**src/rtl/ldm_agen_if.sv**
```systemverilog
// Bundle between the LDM/STM address generator, its decode/sequencer neighbours and the memory stage.
// The master drives the launch and sequencer inputs; the slave is the address generator itself.
interface ldm_agen_if #(
  parameter int AW = 32
);
  logic          start;
  logic [15:0]   reglist;
  logic [AW-1:0] base;
  logic          p_bit;
  logic          u_bit;
  logic          w_bit;
  logic          l_bit;
  logic          flush;
  logic [3:0]    seq_cur;
  logic          seq_busy;

  logic [15:0]   seq_bits;
  logic          seq_en;
  logic          busy;
  logic          xfer_valid;
  logic [AW-1:0] xfer_addr;
  logic [3:0]    xfer_reg;
  logic          xfer_load;
  logic          xfer_last;
  logic          wb_en;
  logic [AW-1:0] wb_val;
  logic          done;

  modport master (
    output start, reglist, base, p_bit, u_bit, w_bit, l_bit, flush, seq_cur, seq_busy,
    input  seq_bits, seq_en, busy, xfer_valid, xfer_addr, xfer_reg, xfer_load, xfer_last,
           wb_en, wb_val, done
  );

  modport slave (
    input  start, reglist, base, p_bit, u_bit, w_bit, l_bit, flush, seq_cur, seq_busy,
    output seq_bits, seq_en, busy, xfer_valid, xfer_addr, xfer_reg, xfer_load, xfer_last,
           wb_en, wb_val, done
  );
endinterface

```
**src/rtl/ldm_agen.sv**
```systemverilog
// LDM/STM block-transfer address generator: latches the request, computes the lowest word address,
// pairs it with each sequencer register index in ascending order, then reports base writeback.
module ldm_agen #(
  parameter int AW = 32
) (
  input logic       clk,
  input logic       reset_n,
  ldm_agen_if.slave bus
);

  typedef enum logic [1:0] {S_IDLE, S_CALC, S_XFER, S_WB} state_e;

  localparam logic [AW-1:0] WORD = AW'(4);

  state_e        state_q, state_d;
  logic [15:0]   reglist_q, reglist_d;
  logic [AW-1:0] base_q, base_d;
  logic          p_q, p_d, u_q, u_d, w_q, w_d, l_q, l_d;
  logic [AW-1:0] addr_q, addr_d;
  logic [AW-1:0] wb_val_q, wb_val_d;
  logic [4:0]    cnt_q, cnt_d;

  logic [4:0]    n_regs;
  logic [AW-1:0] four_n;
  logic          xfer_go;

  always_comb begin
    n_regs = '0;
    for (int i = 0; i < 16; i++) n_regs = n_regs + {4'd0, reglist_q[i]};
  end

  assign four_n = AW'({n_regs, 2'b00});

  // NOTE: non-blocking assignments here so every flop samples the pre-edge value of every other flop.
  always_ff @(posedge clk) begin
    if (!reset_n) begin
      state_q   <= S_IDLE;
      reglist_q <= '0;
      base_q    <= '0;
      p_q       <= 1'b0;
      u_q       <= 1'b0;
      w_q       <= 1'b0;
      l_q       <= 1'b0;
      addr_q    <= '0;
      wb_val_q  <= '0;
      cnt_q     <= '0;
    end else begin
      state_q   <= state_d;
      reglist_q <= reglist_d;
      base_q    <= base_d;
      p_q       <= p_d;
      u_q       <= u_d;
      w_q       <= w_d;
      l_q       <= l_d;
      addr_q    <= addr_d;
      wb_val_q  <= wb_val_d;
      cnt_q     <= cnt_d;
    end
  end

  // NOTE: every variable gets a hold default first so no path through the case infers a latch.
  always_comb begin
    state_d   = state_q;
    reglist_d = reglist_q;
    base_d    = base_q;
    p_d       = p_q;
    u_d       = u_q;
    w_d       = w_q;
    l_d       = l_q;
    addr_d    = addr_q;
    wb_val_d  = wb_val_q;
    cnt_d     = cnt_q;

    unique case (state_q)
      S_IDLE: begin
        if (bus.start && !bus.flush) begin
          reglist_d = bus.reglist;
          base_d    = bus.base;
          p_d       = bus.p_bit;
          u_d       = bus.u_bit;
          w_d       = bus.w_bit;
          l_d       = bus.l_bit;
          state_d   = S_CALC;
        end
      end
      S_CALC: begin
        // Lowest address of the block; transfers always walk upwards from here.
        unique case ({p_q, u_q})
          2'b01:   addr_d = base_q;
          2'b11:   addr_d = base_q + WORD;
          2'b00:   addr_d = base_q - four_n + WORD;
          default: addr_d = base_q - four_n;
        endcase
        wb_val_d = u_q ? (base_q + four_n) : (base_q - four_n);
        cnt_d    = n_regs;
        state_d  = (n_regs == 5'd0) ? S_WB : S_XFER;
      end
      S_XFER: begin
        if (!bus.seq_busy) begin
          state_d = S_IDLE;
        end else begin
          addr_d = addr_q + WORD;
          cnt_d  = cnt_q - 5'd1;
          if (cnt_q == 5'd1) state_d = S_WB;
        end
      end
      S_WB: state_d = S_IDLE;
      default: state_d = S_IDLE;
    endcase

    if (bus.flush && state_q != S_IDLE) state_d = S_IDLE;
  end

  // Sequencer running dry with transfers still owed ends the operation early without writeback.
  assign xfer_go = (state_q == S_XFER) && bus.seq_busy && !bus.flush;

  always_comb begin
    bus.seq_bits   = reglist_q;
    bus.seq_en     = (state_q == S_XFER);
    bus.busy       = (state_q != S_IDLE);
    bus.xfer_valid = xfer_go;
    bus.xfer_addr  = xfer_go ? addr_q : '0;
    bus.xfer_reg   = xfer_go ? bus.seq_cur : 4'd0;
    bus.xfer_load  = l_q;
    bus.xfer_last  = xfer_go && (cnt_q == 5'd1);
    bus.wb_en      = (state_q == S_WB) && w_q && !bus.flush;
    bus.wb_val     = (state_q == S_WB) ? wb_val_q : '0;
    bus.done       = !bus.flush &&
                     ((state_q == S_WB) || ((state_q == S_XFER) && !bus.seq_busy));
  end

endmodule

```
**src/flat_wrapper.sv**
```systemverilog
// flat-port wrapper written by rule: the top's interface ports become plain ports
module ldm_agen_flat 
#(
  parameter int AW = 32
)
  (clk, reset_n, bus_start, bus_reglist, bus_base, bus_p_bit, bus_u_bit, bus_w_bit, bus_l_bit, bus_flush, bus_seq_cur, bus_seq_busy, bus_seq_bits, bus_seq_en, bus_busy, bus_xfer_valid, bus_xfer_addr, bus_xfer_reg, bus_xfer_load, bus_xfer_last, bus_wb_en, bus_wb_val, bus_done);
  ldm_agen_if #(.AW(AW)) bus_i ();
  input logic clk;
  input logic reset_n;
  input wire logic [$bits(bus_i.start)-1:0] bus_start;
  input wire logic [$bits(bus_i.reglist)-1:0] bus_reglist;
  input wire logic [$bits(bus_i.base)-1:0] bus_base;
  input wire logic [$bits(bus_i.p_bit)-1:0] bus_p_bit;
  input wire logic [$bits(bus_i.u_bit)-1:0] bus_u_bit;
  input wire logic [$bits(bus_i.w_bit)-1:0] bus_w_bit;
  input wire logic [$bits(bus_i.l_bit)-1:0] bus_l_bit;
  input wire logic [$bits(bus_i.flush)-1:0] bus_flush;
  input wire logic [$bits(bus_i.seq_cur)-1:0] bus_seq_cur;
  input wire logic [$bits(bus_i.seq_busy)-1:0] bus_seq_busy;
  output wire logic [$bits(bus_i.seq_bits)-1:0] bus_seq_bits;
  output wire logic [$bits(bus_i.seq_en)-1:0] bus_seq_en;
  output wire logic [$bits(bus_i.busy)-1:0] bus_busy;
  output wire logic [$bits(bus_i.xfer_valid)-1:0] bus_xfer_valid;
  output wire logic [$bits(bus_i.xfer_addr)-1:0] bus_xfer_addr;
  output wire logic [$bits(bus_i.xfer_reg)-1:0] bus_xfer_reg;
  output wire logic [$bits(bus_i.xfer_load)-1:0] bus_xfer_load;
  output wire logic [$bits(bus_i.xfer_last)-1:0] bus_xfer_last;
  output wire logic [$bits(bus_i.wb_en)-1:0] bus_wb_en;
  output wire logic [$bits(bus_i.wb_val)-1:0] bus_wb_val;
  output wire logic [$bits(bus_i.done)-1:0] bus_done;
  assign bus_i.start = bus_start;
  assign bus_i.reglist = bus_reglist;
  assign bus_i.base = bus_base;
  assign bus_i.p_bit = bus_p_bit;
  assign bus_i.u_bit = bus_u_bit;
  assign bus_i.w_bit = bus_w_bit;
  assign bus_i.l_bit = bus_l_bit;
  assign bus_i.flush = bus_flush;
  assign bus_i.seq_cur = bus_seq_cur;
  assign bus_i.seq_busy = bus_seq_busy;
  assign bus_seq_bits = bus_i.seq_bits;
  assign bus_seq_en = bus_i.seq_en;
  assign bus_busy = bus_i.busy;
  assign bus_xfer_valid = bus_i.xfer_valid;
  assign bus_xfer_addr = bus_i.xfer_addr;
  assign bus_xfer_reg = bus_i.xfer_reg;
  assign bus_xfer_load = bus_i.xfer_load;
  assign bus_xfer_last = bus_i.xfer_last;
  assign bus_wb_en = bus_i.wb_en;
  assign bus_wb_val = bus_i.wb_val;
  assign bus_done = bus_i.done;
  ldm_agen #(.AW(AW)) u_core (.clk(clk), .reset_n(reset_n), .bus(bus_i));
endmodule
```
**config.mk**
```make
export PLATFORM = sky130hd
export DESIGN_NAME = ldm_agen_flat
export DESIGN_NICKNAME = d
export VERILOG_FILES = /design/src/rtl/ldm_agen_if.sv /design/src/rtl/ldm_agen.sv /design/src/flat_wrapper.sv
export SDC_FILE = /design/constraint.sdc
export NUM_CORES = 1
export LEC_CHECK = 0
export BUFFER_PORTS_ARGS = -buffer_cell sky130_fd_sc_hd__buf_2
export CAP_MARGIN = 15
export CORE_MARGIN = 2
export CORE_UTILIZATION = 40
export DETAILED_ROUTE_END_ITERATION = 8
export GPL_TIMING_DRIVEN = 0
export PLACE_DENSITY_LB_ADDON = 0.05
export SYNTH_ARGS = -nofsm -noshare
export SYNTH_HDL_FRONTEND = slang
export SYNTH_SLANG_ARGS = --single-unit
```
**constraint.sdc**
```tcl
create_clock -name clk -period 6.59 [get_ports clk]
set_input_delay 0.659 -clock clk [delete_from_list [all_inputs] [get_ports clk]]
set_output_delay 0.659 -clock clk [all_outputs]
set_load 0.02 [all_outputs]
```
==> metrics.csv <==
metric;value;unit
clk_pin_slew;0.07;ns
grt_usage;0.303;
post-route-period-util;1.06;
crit_arrival;7.30;ns
cp_top_family;adder cells;
antenna_cells;0;
die_w;163;microns
cts_buffer_depth;2;
drtIter0Drc;912;
synth_ff_type;dfxtp_1;
cts_tree;done;
initial_core_util;0.405;
power_density;460;nW/um^2
crit_path_top_delay_cell;fa_1;
start_kind;register;
max_slew_margin;0.346;
drive_above_1_share;0.220;
grt_pass1_wl;61200;microns
cts-root-buf;clkbuf_16;
post-route-util;0.517;
finalHoldViolCount;0;
fmaxAchievable;143;MHz
vdd_drop_max;0.233;mV
synth_edf_count;0;
nNetsFinal;1716;
sw_frac_of_total;0.498;
ant_nets;0;
synthToLayoutAreaGrowth;27.8;%
violations;negative setup slack;
first_pass_iters;5;
rsz0062_at_grt;true;
final_common_cell;nand2_1;
vias_per_cell;5.70;
path_class;reg2reg;
place_area;11400;sq um
crit_path_end_kind;register;
syn_avg_cell_area;7.22;sq um
io_pins;152;
outcome;finished, violations left;
final.setup_skew;0.0122;ns
place_ws;-1.26;ns
port_buffers;148;
syn_inst;1399;
grt-ovfl-total;0;
min_period;6.98;ns
seq_area_frac_synth;0.244;
finalMaxSlewViolations;0;
power.net_switching;2.96;mW
synthArstFlopShare;0;
core_area;25000;sq um
antenna_found_initial;0;
hpwl;30400;microns
path_buf_inv;9;
numCtsBuffers;17;
drc;0;
drv_cap;0;
setup_ws;-0.388;ns
setup_viol;18;
fp.dieH;163;microns
vias;11200;
max_stage_delay;0.52;ns
yosysWarnings;0;
cp_common_cell;fa_1;
synth.distinct_cells;76;
grt_max_degree;17;
grt_pass1_vias;10700;
synth_area;10100;sq um
power_frac_comb;0.658;
tns;-3.37;ns
dieArea;26600;sq um
p_int;2.98;mW
rows;58;
place_congestion;0.944;
htreeDepth;4;
clockPowerShare;0.163;
leakage;5.23;nW
cts_sinks;123;
design_area;12900;sq um
nFillCells;2627;
ys_ff_latch;123;
cts-hold-fix-buffers;0;
rrSetupSlack;-0.39;ns
clk_latency;0.44;ns
required;6.91;ns
seq_power_share;0.179;
final_cell_mix;nand2_1, buf_2, dfxtp_1;
tightest_slew;0.978;ns
min_path_type;in2reg;
wl;40200;microns
holdWs;0.454;ns
syn_nets;1498;
wl_per_cell;20.5;microns
cp_max_fo;5;
[registers in the layout, indices dropped and copies added (netlist names), 2 cells and up]
register / flops
u_core.wb_val_q: 32
u_core.state_q: 2
u_core.addr_q: 32
u_core.bus.seq_bits: 16
u_core.base_q: 32
u_core.cnt_q: 5
[worst register-to-register path: cells and delay by family (launching register included)]
| kind | cells | cell delay, ns |
|---|---|---|
| AND/OR/NAND/NOR | 5 | 1.03 |
| adder cells (fa/ha/maj) | 8 | 3.17 |
| flip-flops | 1 | 0.36 |
| XOR/XNOR | 1 | 0.16 |
| AO/OA/AOI/OAI | 5 | 1.21 |
| buffers and inverters | 9 | 0.92 |
[synth_stat cells (all sizes together), types with 3 or more instances]
library cell / count / area, sq um
nand2: 215 / 807
dfxtp: 123 / 2460
clkbuf: 89 / 334
a21oi: 79 / 395
nor2: 73 / 282
and2: 70 / 438
o21ai: 66 / 330
a21boi: 57 / 428
nor3: 57 / 285
nand3: 49 / 245
inv: 48 / 180
xnor2: 47 / 412
nor2b: 37 / 231
xor2: 34 / 324
mux2i: 29 / 290
ha: 26 / 325
buf: 22 / 97.6
nor4: 20 / 153
a31oi: 17 / 106
and3: 17 / 106
nand4: 16 / 100
a211oi: 15 / 118
or3: 15 / 98.8
nand3b: 13 / 97.6
o22ai: 13 / 81.3
fa: 12 / 240
o31ai: 12 / 90.1
a21o: 10 / 75.1
a22oi: 10 / 75.1
and4: 9 / 78.8
o211ai: 9 / 67.6
nand2b: 8 / 50.1
o211a: 7 / 70.1
o21a: 7 / 52.6
o221ai: 7 / 61.3
or4: 7 / 52.6
o21bai: 6 / 45.0
or2: 6 / 37.5
a31o: 5 / 43.8
a41oi: 4 / 35.0
o2111ai: 4 / 52.6
a221oi: 3 / 26.3
clkinv: 3 / 11.3
[worst paths after layout]
kind / from / to / depth (start not counted)
worst max-delay path: u_core.bus.seq_bits[1]$_SDFFE_PN0P_ / u_core.addr_q[21]$_SDFFE_PN0P_ / 28
worst min-delay path: bus_reglist[0] / u_core.bus.seq_bits[0]$_SDFFE_PN0P_ / 3
worst max register to register: u_core.bus.seq_bits[1]$_SDFFE_PN0P_ / u_core.addr_q[21]$_SDFFE_PN0P_ / 28
worst min register to register: u_core.bus.xfer_load$_SDFFE_PN0P_ / u_core.bus.xfer_load$_SDFFE_PN0P_ / 2
[cell type report]
type	count	area [sq um]	area share
buffer	105	419	0.0325
clock buffer	17	425	0.0329
clock inverter	15	158	0.0122
inverter	51	194	0.0150
multi-input combinational	1114	7620	0.591
sequential	123	2470	0.191
tap	330	413	0.0320
timing repair buffer	205	1210	0.0936
[kinds of logic (layout without fill, tap and decap cells)]
group,count (synthesis),in the layout,synth area share
AND/OR/NAND/NOR,617,617,0.308
multiplexers,30,30,0.0298
buffers and inverters,162,393,0.0616
flip-flops,123,123,0.244
adder cells (fa/ha/maj),38,38,0.0560
AO/OA/AOI/OAI,348,348,0.229
XOR/XNOR,81,81,0.0728
[power groups by stage]
stage / Clock [mW] / Sequential [mW] / Combinational, mW
floorplan: 0 / 1.04 / 2.46
global placement: 0 / 1.08 / 3.37
detailed placement: 0 / 1.08 / 3.36
CTS: 0.975 / 1.06 / 3.68
global route: 1.01 / 1.09 / 4.24
finish: 0.968 / 1.07 / 3.91
[stage by stage]
stage / cells / power (mW)
2_1_floorplan: 1399 / 3.50
3_3_place_gp: 1877 / 4.44
3_5_place_dp: 1877 / 4.44
4_1_cts: 1941 / 5.72
5_1_grt: 1960 / 6.34
6_report: 1960 / 5.94
[what timing repair did]
item                       4_1_cts  5_1_grt
gates resized for setup         77       45
gates cloned                     1        0
setup endpoints to repair       28       25
setup buffers                   36       20
pin swaps                       46       40
[layer usage]
| layer | share of wire | global-route usage |
|---|---|---|
| met1 | 0.42 | 0.378 |
| met2 | 0.47 | 0.506 |
| met3 | 0.065 | 0.0568 |
| met4 | 0.043 | 0.140 |
| met5 | 0 | 0 |
No activity file was read; power rests on OpenSTA's default activity.
